[src/rtl/seq_pkg.sv]
// Shared definitions for the sequence engine: run modes and FSM state encoding.
package seq_pkg;

    localparam logic [1:0] MODE_FIB    = 2'd0;
    localparam logic [1:0] MODE_ARITH  = 2'd1;
    localparam logic [1:0] MODE_DOUBLE = 2'd2;

    typedef enum logic [2:0] {
        ST_IDLE = 3'd0,
        ST_SEED = 3'd1,
        ST_CALC = 3'd2,
        ST_EMIT = 3'd3,
        ST_DONE = 3'd4
    } state_t;

endpackage

[src/rtl/seq_regfile.sv]
// Term storage: one write port, one registered read port, synchronous clear.
// A read of an entry written on the same edge returns the old contents.
module seq_regfile #(
    parameter int WIDTH = 16,
    parameter int NREGS = 16,
    parameter int AW    = $clog2(NREGS)
) (
    input  logic             clk,
    input  logic             reset,
    input  logic             we_i,
    input  logic [AW-1:0]    waddr_i,
    input  logic [WIDTH-1:0] wdata_i,
    input  logic             re_i,
    input  logic [AW-1:0]    raddr_i,
    output logic [WIDTH-1:0] rdata_o
);

    logic [WIDTH-1:0] mem_q [NREGS];
    logic [WIDTH-1:0] rdata_q;

    // Storage write and gated read; re_i low forces the read data to zero.
    always_ff @(posedge clk) begin
        if (reset) begin
            for (int k = 0; k < NREGS; k++) begin
                mem_q[k] <= '0;
            end
            rdata_q <= '0;
        end else begin
            if (we_i) begin
                mem_q[waddr_i] <= wdata_i;
            end
            rdata_q <= re_i ? mem_q[raddr_i] : '0;
        end
    end

    assign rdata_o = rdata_q;

endmodule

[src/rtl/seq_engine.sv]
// Sequence generator: FIB / ARITH / DOUBLE terms into a register file,
// streamed out over a valid/ready handshake.
// Handshake: out_valid rises with a new term and stays high with out_data
// stable until the edge where out_valid && out_ready; the term is consumed
// on that edge and out_valid drops there.
module seq_engine
    import seq_pkg::*;
#(
    parameter int WIDTH = 16,
    parameter int NREGS = 16,
    parameter int AW    = $clog2(NREGS)
) (
    input  logic             clk,
    input  logic             reset,
    input  logic             start,
    input  logic [1:0]       mode,
    input  logic [WIDTH-1:0] seed_a,
    input  logic [WIDTH-1:0] seed_b,
    output logic [WIDTH-1:0] out_data,
    output logic             out_valid,
    input  logic             out_ready,
    output logic             busy,
    output logic             done,
    output logic             overflow,
    output logic [AW:0]      count,
    input  logic [AW-1:0]    rd_addr,
    output logic [WIDTH-1:0] rd_data,
    output logic             zero_fl,
    output logic             neg_fl,
    output logic [2:0]       state_dbg
);

    localparam int CW = AW + 1;
    localparam logic [CW-1:0] FULL_C = CW'(NREGS);

    state_t           state_q, state_d;
    logic [1:0]       mode_q, mode_d;
    logic [WIDTH-1:0] seed_a_q, seed_a_d;
    logic [WIDTH-1:0] seed_b_q, seed_b_d;
    logic [WIDTH-1:0] prev1_q, prev1_d;   // r[i-1]
    logic [WIDTH-1:0] prev2_q, prev2_d;   // r[i-2]
    logic [WIDTH-1:0] out_data_q, out_data_d;
    logic             out_valid_q, out_valid_d;
    logic             busy_q, busy_d;
    logic             done_q, done_d;
    logic             overflow_q, overflow_d;
    logic [CW-1:0]    count_q, count_d;
    logic             zero_q, zero_d;
    logic             neg_q, neg_d;

    logic             is_fib;
    logic [WIDTH-1:0] operand;
    logic [WIDTH:0]   sum;
    logic             wr_term;
    logic [WIDTH-1:0] term;
    logic             rd_en;

    // Reserved mode 3 falls back to Fibonacci behaviour.
    assign is_fib = (mode_q != MODE_ARITH) && (mode_q != MODE_DOUBLE);

    // Second adder operand selected by mode; the carry-out is the overflow.
    always_comb begin
        operand = prev2_q;
        if (mode_q == MODE_ARITH) begin
            operand = seed_b_q;
        end else if (mode_q == MODE_DOUBLE) begin
            operand = prev1_q;
        end
    end

    assign sum = {1'b0, prev1_q} + {1'b0, operand};

    // Next-state and datapath control; a term write is shared by SEED and CALC.
    always_comb begin
        state_d     = state_q;
        mode_d      = mode_q;
        seed_a_d    = seed_a_q;
        seed_b_d    = seed_b_q;
        prev1_d     = prev1_q;
        prev2_d     = prev2_q;
        out_data_d  = out_data_q;
        out_valid_d = out_valid_q;
        busy_d      = busy_q;
        done_d      = done_q;
        overflow_d  = overflow_q;
        count_d     = count_q;
        zero_d      = zero_q;
        neg_d       = neg_q;
        wr_term     = 1'b0;
        term        = '0;

        case (state_q)
            ST_IDLE, ST_DONE: begin
                if (start) begin
                    mode_d     = mode;
                    seed_a_d   = seed_a;
                    seed_b_d   = seed_b;
                    count_d    = '0;
                    overflow_d = 1'b0;
                    done_d     = 1'b0;
                    busy_d     = 1'b1;
                    state_d    = ST_SEED;
                end
            end
            ST_SEED: begin
                wr_term = 1'b1;
                term    = (count_q == '0) ? seed_a_q : seed_b_q;
            end
            ST_CALC: begin
                if (sum[WIDTH]) begin
                    overflow_d = 1'b1;
                    busy_d     = 1'b0;
                    done_d     = 1'b1;
                    state_d    = ST_DONE;
                end else begin
                    wr_term = 1'b1;
                    term    = sum[WIDTH-1:0];
                end
            end
            ST_EMIT: begin
                if (out_ready) begin
                    out_valid_d = 1'b0;
                    if (count_q == FULL_C) begin
                        busy_d  = 1'b0;
                        done_d  = 1'b1;
                        state_d = ST_DONE;
                    end else if (is_fib && (count_q == CW'(1))) begin
                        state_d = ST_SEED;
                    end else begin
                        state_d = ST_CALC;
                    end
                end
            end
            default: begin
                state_d = ST_IDLE;
            end
        endcase

        if (wr_term) begin
            out_data_d  = term;
            out_valid_d = 1'b1;
            count_d     = count_q + CW'(1);
            prev2_d     = prev1_q;
            prev1_d     = term;
            zero_d      = (term == '0);
            neg_d       = term[WIDTH-1];
            state_d     = ST_EMIT;
        end
    end

    // State and output registers; reset discards any pending term.
    always_ff @(posedge clk) begin
        if (reset) begin
            state_q     <= ST_IDLE;
            mode_q      <= '0;
            seed_a_q    <= '0;
            seed_b_q    <= '0;
            prev1_q     <= '0;
            prev2_q     <= '0;
            out_data_q  <= '0;
            out_valid_q <= 1'b0;
            busy_q      <= 1'b0;
            done_q      <= 1'b0;
            overflow_q  <= 1'b0;
            count_q     <= '0;
            zero_q      <= 1'b0;
            neg_q       <= 1'b0;
        end else begin
            state_q     <= state_d;
            mode_q      <= mode_d;
            seed_a_q    <= seed_a_d;
            seed_b_q    <= seed_b_d;
            prev1_q     <= prev1_d;
            prev2_q     <= prev2_d;
            out_data_q  <= out_data_d;
            out_valid_q <= out_valid_d;
            busy_q      <= busy_d;
            done_q      <= done_d;
            overflow_q  <= overflow_d;
            count_q     <= count_d;
            zero_q      <= zero_d;
            neg_q       <= neg_d;
        end
    end

    // Entries at or beyond the current count read back as zero.
    assign rd_en = ({1'b0, rd_addr} < count_q);

    seq_regfile #(
        .WIDTH (WIDTH),
        .NREGS (NREGS),
        .AW    (AW)
    ) u_regfile (
        .clk     (clk),
        .reset   (reset),
        .we_i    (wr_term),
        .waddr_i (count_q[AW-1:0]),
        .wdata_i (term),
        .re_i    (rd_en),
        .raddr_i (rd_addr),
        .rdata_o (rd_data)
    );

    assign out_data  = out_data_q;
    assign out_valid = out_valid_q;
    assign busy      = busy_q;
    assign done      = done_q;
    assign overflow  = overflow_q;
    assign count     = count_q;
    assign zero_fl   = zero_q;
    assign neg_fl    = neg_q;
    assign state_dbg = state_q;

endmodule

[config.mk]
export PLATFORM = sky130hd
export DESIGN_NAME = seq_engine
export DESIGN_NICKNAME = d
export VERILOG_FILES = /design/src/rtl/seq_pkg.sv /design/src/rtl/seq_regfile.sv /design/src/rtl/seq_engine.sv
export SDC_FILE = /design/constraint.sdc
export NUM_CORES = 1
export LEC_CHECK = 0
export CORE_MARGIN = 5
export CORE_UTILIZATION = 50
export DETAILED_ROUTE_END_ITERATION = 10
export DONT_BUFFER_PORTS = 1
export SETUP_SLACK_MARGIN = 0.5
export SYNTH_ARGS = -nofsm -noshare
export SYNTH_HDL_FRONTEND = slang
export SYNTH_SLANG_ARGS = --single-unit
export TNS_END_PERCENT = 50
[constraint.sdc]
create_clock -name clk -period 9.4 [get_ports clk]
set_input_delay 1.88 -clock clk [delete_from_list [all_inputs] [get_ports clk]]
set_output_delay 1.88 -clock clk [all_outputs]
set_load 0.02 [all_outputs]
==> flow_summary.toml, run 1 <==
[flow_run]
drv_cap = 0

[clock_tree]
cts_buffers = 38
htreeDepth = 2
post_cts_buffers = 0
clock_sinks = 351
cts_tree = "yes"
insertion_delay_ps = 530
clockRootBuffer = "clkbuf_16"
ctsHoldBuffers = 0
clk_path_buf_depth = 3
cts-resized-gates = 0
path_clk_slew_ps = 60

[synth]
synth_area_sq_um = 16100
synth_top_cell_by_area = "edfxtp_1"
yosysMostFrequentCell = "nor2_1"
synth-async-reset-ratio_pct = 0
yosysWarningCount = 0
synthTopCellsByCount = "279 x nor2_1, 256 x edfxtp_1, 190 x nand2_1"
netlist.area_leader.share_pct = 47.9
synth_cells = 1344
yosys_most_used_dff = "edfxtp_1"
syn_nets = 1416
yosysUniqueCellTypes = 59
ys_seq_area_share_pct = 59.7
synth_seq_cells = 351
synth_edf_count = 256
synth_area_leaders = "edfxtp_1 48%, dfxtp_1 12%, mux4_2 11%, nor2_1 6.5%, nand2_1 4.4%"
synth.avg_cell_area_sq_um = 12.0

[cells_and_area]
finalNetCount = 1380
num_antenna_cells = 0
drive_gt1_share_pct = 14.4
areaGrowthSynthToFinish_pct = 9.71

[place]
hpwl_mm = 28.5
io_buffers = 0
routabilityCongestion = 0.886

[setup_path]
worstReg2RegEnd = "u_regfile.mem_q[12][7]"
worst_path_max_delay_cell = "nand2b_1"
end_kind = "flip-flop"
reg2reg_slack_ps = 3900
crit_chain = "inv_1 > ha_1 > buf_4 > mux2i_1 > o21ai_0 > ha_1 > fa_1 > nand3_1 > a21oi_1 > o21ai_1 > a31oi_4 > nor2_2 > nand4_1 > nand2b_1"
required_ps = 9550
critPathTopFamily = "simple AND/OR/NAND/NOR gates"
setup.worst_path.start_class = "flip-flop"
cp_common_cell = "ha_1"
cp.arrival_ps = 5660
path_buf_inv = 2
slowest_delay_ps = 890
reg2reg_from = "mode_q[0]"
critPathMaxFanout = 21
crit_type = "flip-flop to flip-flop"
r2r_cells = 14

[timing]
tns_ps = 0
min_period_ps = 5500
finalCritPeriodShare_pct = 58.6
finalMaxSlewViolations = 0
slew_headroom_pct = 21.3
tightest_slew_ps = 1180
rsz0062_at_grt = "no"
final_hold_viol_count = 0
setup_viol = 0
fin_skew_ps = 21.2
max_freq_mhz = 182

[route]
dr.pass1.iters = 9
viasPerCell = 6.05
drc = 0
postRouteAntennaNets = 0
wire_per_inst_um = 24.8
drtIter0Drc = 1166
vias = 10500
routed_wl_mm = 43.2

[hold_path]
min_from = "prev2_q[10]"
min_delay_worst_endpoint = "prev2_q[10]"
hold_path_class = "flip-flop to flip-flop"
worst_hold_path.num_cells = 2

[global_route]
track_usage_pct = 24.1
antenna_found_initial = 1
grt_pass1_vias = 10200
grt_overflow = 0
grt_pass1_wl_mm = 65.6
grt_max_degree = 94

[status]
status = "complete, no violations"

[floorplanning]
boundaryPins = 88
initial_core_util_pct = 50.8
row_count = 65
coreArea_sq_um = 31600
dieHeight_um = 189
die_width_um = 189
dieArea_sq_um = 35800

[power_and_ir_drop]
power.density_nw_per_um2 = 245
finalPower_w = 0.00432
cellLeakagePower_nw = 5.96
peakVddDrop_v = 0.000175
-- metal layers --
metal / global-route usage [%] / up-vias / wire length [um]
met1: 37.0 / 5282 / 19700
li1: - / 4759 / -
met5: 0 / - / 0
met3: 4.85 / 55 / 3430
met2: 36.1 / 423 / 19200
met4: 5.34 / 0 / 909
-- how the worst max path moves through the flow --
stage,start,end,slack (ps),cells after the start
final,mode_q[0],u_regfile.mem_q[12][7],3900,14
after global routing,mode_q[0],u_regfile.mem_q[12][7],3430,14
after CTS,mode_q[0],u_regfile.mem_q[12][13],3900,14
after detailed placement,mode_q[0],u_regfile.mem_q[12][6],3940,14
after global placement,mode_q[0],u_regfile.mem_q[12][6],4020,14
after floorplan,mode_q[0],u_regfile.mem_q[0][0],5250,13
-- area by class of cell --
class	instances	area, sq um
Clock buffer	54	1080
Inverter	9	33.8
Sequential cell	351	9590
Multi-Input combinational cell	891	6060
Fill cell	2607	14000
Clock inverter	15	228
Timing Repair Buffer	17	128
Tap cell	402	503
-- state kept, by name, summed over array words and instances (netlist names) --
signal and cells:
zero_fl 1, mode_q 2, done 1, seed_b_q 16, out_data 16, busy 1, u_regfile.mem_q 256, count 5
state_dbg 3, u_regfile.rdata_o 16, seed_a_q 16, prev2_q 16, out_valid 1, overflow 1
-- through the flow --
step | util [%] | cells | hold slack (ps) | worst slack [ps] | cell area, sq um
detailed placement | 51.6 | 1670 | 437 | 3940 | 16300
finish | 55.7 | 1739 | 449 | 3900 | 17600
CTS | 55.7 | 1739 | 445 | 3900 | 17600
global placement | 51.6 | 1670 | 432 | 4020 | 16300
floorplan | - | 1344 | 431 | 5250 | 16100
global route | 55.7 | 1739 | 464 | 3430 | 17600
-- layout by cell type (no fill, tap or decap), types with 20 or more instances in the layout --
cell / n
nor2_1: 278
edfxtp_1: 256
nand2_1: 190
a21oi_1: 103
dfxtp_1: 95
mux4_2: 80
clkbuf_16: 40
o21ai_0: 30
ha_1: 29
nand2b_1: 20
-- worst register-to-register path, cell delays in order, from the launching register on --
cell	delay, ps
dfxtp_1	320
inv_1	60
ha_1	130
buf_4	290
mux2i_1	220
o21ai_0	90
ha_1	230
fa_1	440
nand3_1	190
a21oi_1	170
o21ai_1	320
a31oi_4	140
nor2_2	830
nand4_1	800
nand2b_1	890
-- power breakdown --
group / total (W) / switching [W] / internal, W
combinational: 0.000809 / 0.000575 / 0.000234
clock: 0.00158 / 0.000613 / 0.000969
sequential: 0.00193 / 0.000124 / 0.00181
-- cell families after synthesis --
family                   Yosys count  share of synthesized area (%)
AND/OR/NAND/NOR                  560                           14.9
adder cells (fa/ha/maj)           30                           2.38
XOR/XNOR                          15                          0.818
multiplexers                      96                           12.2
flip-flops                       351                           59.7
buffers and inverters            102                           2.77
AO/OA/AOI/OAI                    190                           7.25
No activity file was read; power rests on OpenSTA's default activity.
==> inputs of run 2 (changes only) <==
--- a/config.mk
+++ b/config.mk
@@ -9,6 +9,7 @@
 export CORE_UTILIZATION = 50
 export DETAILED_ROUTE_END_ITERATION = 10
 export DONT_BUFFER_PORTS = 1
+export PLACE_DENSITY = 0.68
 export SETUP_SLACK_MARGIN = 0.5
 export SYNTH_ARGS = -nofsm -noshare
 export SYNTH_HDL_FRONTEND = slang
==> constraint.sdc (replaced) <==
create_clock -name clk -period 4.85 [get_ports clk]
set_input_delay 0.97 -clock clk [delete_from_list [all_inputs] [get_ports clk]]
set_output_delay 0.97 -clock clk [all_outputs]
set_load 0.02 [all_outputs]
==> run 2 against run 1 <==
Flip-flop and latch count did not move. Highest routed layer unchanged. Sequential power rose by 93%. Wire length rose by 1.3%. Power rose by 88%. Largest cell class unchanged. Global-route usage rose by 0.36 points.
==> flow_summary.toml, run 2 (synthesis results as in run 1) <==
[power_and_ir_drop]
power.density_nw_per_um2 = 457
p_clk_share_pct = 34.3
switchingPower_w = 0.00251
combPwrFrac_pct = 20.0
cellLeakagePower_nw = 6.10
sw_frac_of_total_pct = 30.8
internal_power_w = 0.00563
seqPwrFrac_pct = 45.7
peakVddDrop_v = 0.000244

[setup_path]
reg2reg_from = "mode_q[0]"
path_buf_inv = 5
reg2reg_slack_ps = 720
critPathMaxFanout = 17
crit_chain = "inv_1 > ha_1 > buf_4 > mux2i_1 > o21ai_0 > ha_1 > a21oi_2 > o21ai_0 > o21ai_1 > a31oi_4 > nor2_2 > buf_4 > nand4_2 > buf_4 > nand2b_1 > buf_4"
required_ps = 5050
cp-endpoint = "u_regfile.mem_q[14][8]"
r2r_cells = 16
slowest_delay_ps = 390
cp_common_cell = "buf_4"
cp.arrival_ps = 4330
worst_path_max_delay_cell = "ha_1"
critPathTopFamily = "buffers and inverters"
worstReg2RegEnd = "u_regfile.mem_q[14][8]"
crit_type = "flip-flop to flip-flop"
end_kind = "flip-flop"
setup.worst_path.start_class = "flip-flop"
path_depth = 16
worstSetupStartpoint = "mode_q[0]"

[cells_and_area]
areaGrowthSynthToFinish_pct = 11.0
num_antenna_cells = 0
layout_common_cells = "278 x nor2_1, 256 x edfxtp_1, 190 x nand2_1"
fill_cells = 2524
finalNetCount = 1415
largest_register_ffs = 256
layout_commonest_cell = "nor2_1"
drive_gt1_share_pct = 16.6
regMostFlops = "u_regfile.mem_q"

[timing]
tightest_slew_ps = 1140
finalCritPeriodShare_pct = 85.1
tns_ps = 0
min_period_ps = 4130
fin_skew_ps = 19.8
final_hold_viol_count = 0
rsz0062_at_grt = "yes"
max_freq_mhz = 242
setup_viol = 0
slew_headroom_pct = 23.9
hold_slack_ps = 444
finalMaxSlewViolations = 0

[clock_tree]
post_cts_buffers = 0
cts_buffers = 36
clk_path_buf_depth = 3
clock_sinks = 351
insertion_delay_ps = 520
htreeDepth = 2
path_clk_slew_ps = 60
cts_tree = "yes"
ctsHoldBuffers = 0
clockRootBuffer = "clkbuf_16"

[global_route]
grt_pass1_wl_mm = 66.5
antenna_found_initial = 0
grt_max_degree = 94
grt_overflow = 0
track_usage_pct = 24.5
grt_pass1_vias = 10700

[hold_path]
hold_path_class = "flip-flop to flip-flop"

[route]
dr.pass1.iters = 7
vias = 10900
routed_wl_mm = 43.7
drc = 0
wire_per_inst_um = 24.7
postRouteAntennaNets = 0
drtIter0Drc = 1316
viasPerCell = 6.16

[floorplanning]
dieArea_sq_um = 35800
initial_core_util_pct = 50.8
coreArea_sq_um = 31600
die_width_um = 189
boundaryPins = 88
dieHeight_um = 189
row_count = 65

[status]
status = "complete, no violations"

[place]
routabilityCongestion = 0.917
hpwl_mm = 28.3
io_buffers = 0

[flow_run]
drv_cap = 0
## run 2: cell count changes in the layout (fill, tap and decap cells not counted), moves of 3 or more
cell,before,now
o21bai_2,3,0
clkbuf_16,40,37
clkbuf_1,11,6
buf_12,0,4
o21bai_1,2,5
buf_4,17,50
clkinv_2,4,8
## run 2: layout make-up
type / instances / area, sq um / area share [%]
inverter: 9 / 33.8 / 0.190
clock inverter: 20 / 208 / 1.17
sequential: 351 / 9590 / 53.8
tap: 402 / 503 / 2.82
clock buffer: 45 / 967 / 5.43
multi-input combinational: 891 / 6060 / 34.0
timing repair buffer: 54 / 455 / 2.56
## run 2: layer usage
layer | vias up | share of wire, % | GRT usage (%)
li1 | 4806 | - | -
met1 | 5470 | 40 | 34.7
met2 | 567 | 48 | 39.7
met3 | 66 | 9.8 | 4.98
met4 | 0 | 2.2 | 5.37
met5 | - | 0 | 0
## run 2: stage by stage
stage / instances / utilization [%] / setup WS (ps) / power, W / instance area (sq um)
6_report: 1772 / 56.3 / 723 / 0.00814 / 17800
5_1_grt: 1772 / 56.3 / 416 / 0.00844 / 17800
4_1_cts: 1772 / 56.3 / 648 / 0.00815 / 17800
3_5_place_dp: 1707 / 52.6 / 660 / 0.00538 / 16600
3_3_place_gp: 1707 / 52.6 / 719 / 0.00534 / 16600
2_1_floorplan: 1344 / - / 699 / 0.00485 / 16100
## run 2: repair_timing
| item | CTS | global route |
|---|---|---|
| gates resized for setup | 0 | 4 |
| endpoints found under the setup margin | 0 | 75 |
| endpoints found under the hold margin | 0 | 0 |
## run 2: worst min-delay path by stage
stage               start         end  slack (ps)  cells after the start
6_report       prev2_q[5]  prev2_q[5]         440                      2
5_1_grt        prev2_q[3]  prev2_q[3]         470                      2
4_1_cts        prev2_q[8]  prev2_q[8]         450                      2
3_5_place_dp   prev2_q[8]  prev2_q[8]         440                      2
3_3_place_gp   prev2_q[5]  prev2_q[5]         430                      2
2_1_floorplan  prev2_q[0]  prev2_q[0]         430                      2
## run 2: power by group through the flow
stage	Sequential, W	Combinational [W]	Clock [W]
after floorplan	0.00372	0.00114	0
after global placement	0.00377	0.00157	0
after detailed placement	0.00378	0.00160	0
after CTS	0.00372	0.00161	0.00282
after global routing	0.00375	0.00175	0.00294
final	0.00372	0.00163	0.00279
## run 2: tightest hold or removal path, stage by stage (launching register included)
cell,delay (ps)
dfxtp_1,310
nand2_1,50
a21oi_1,50
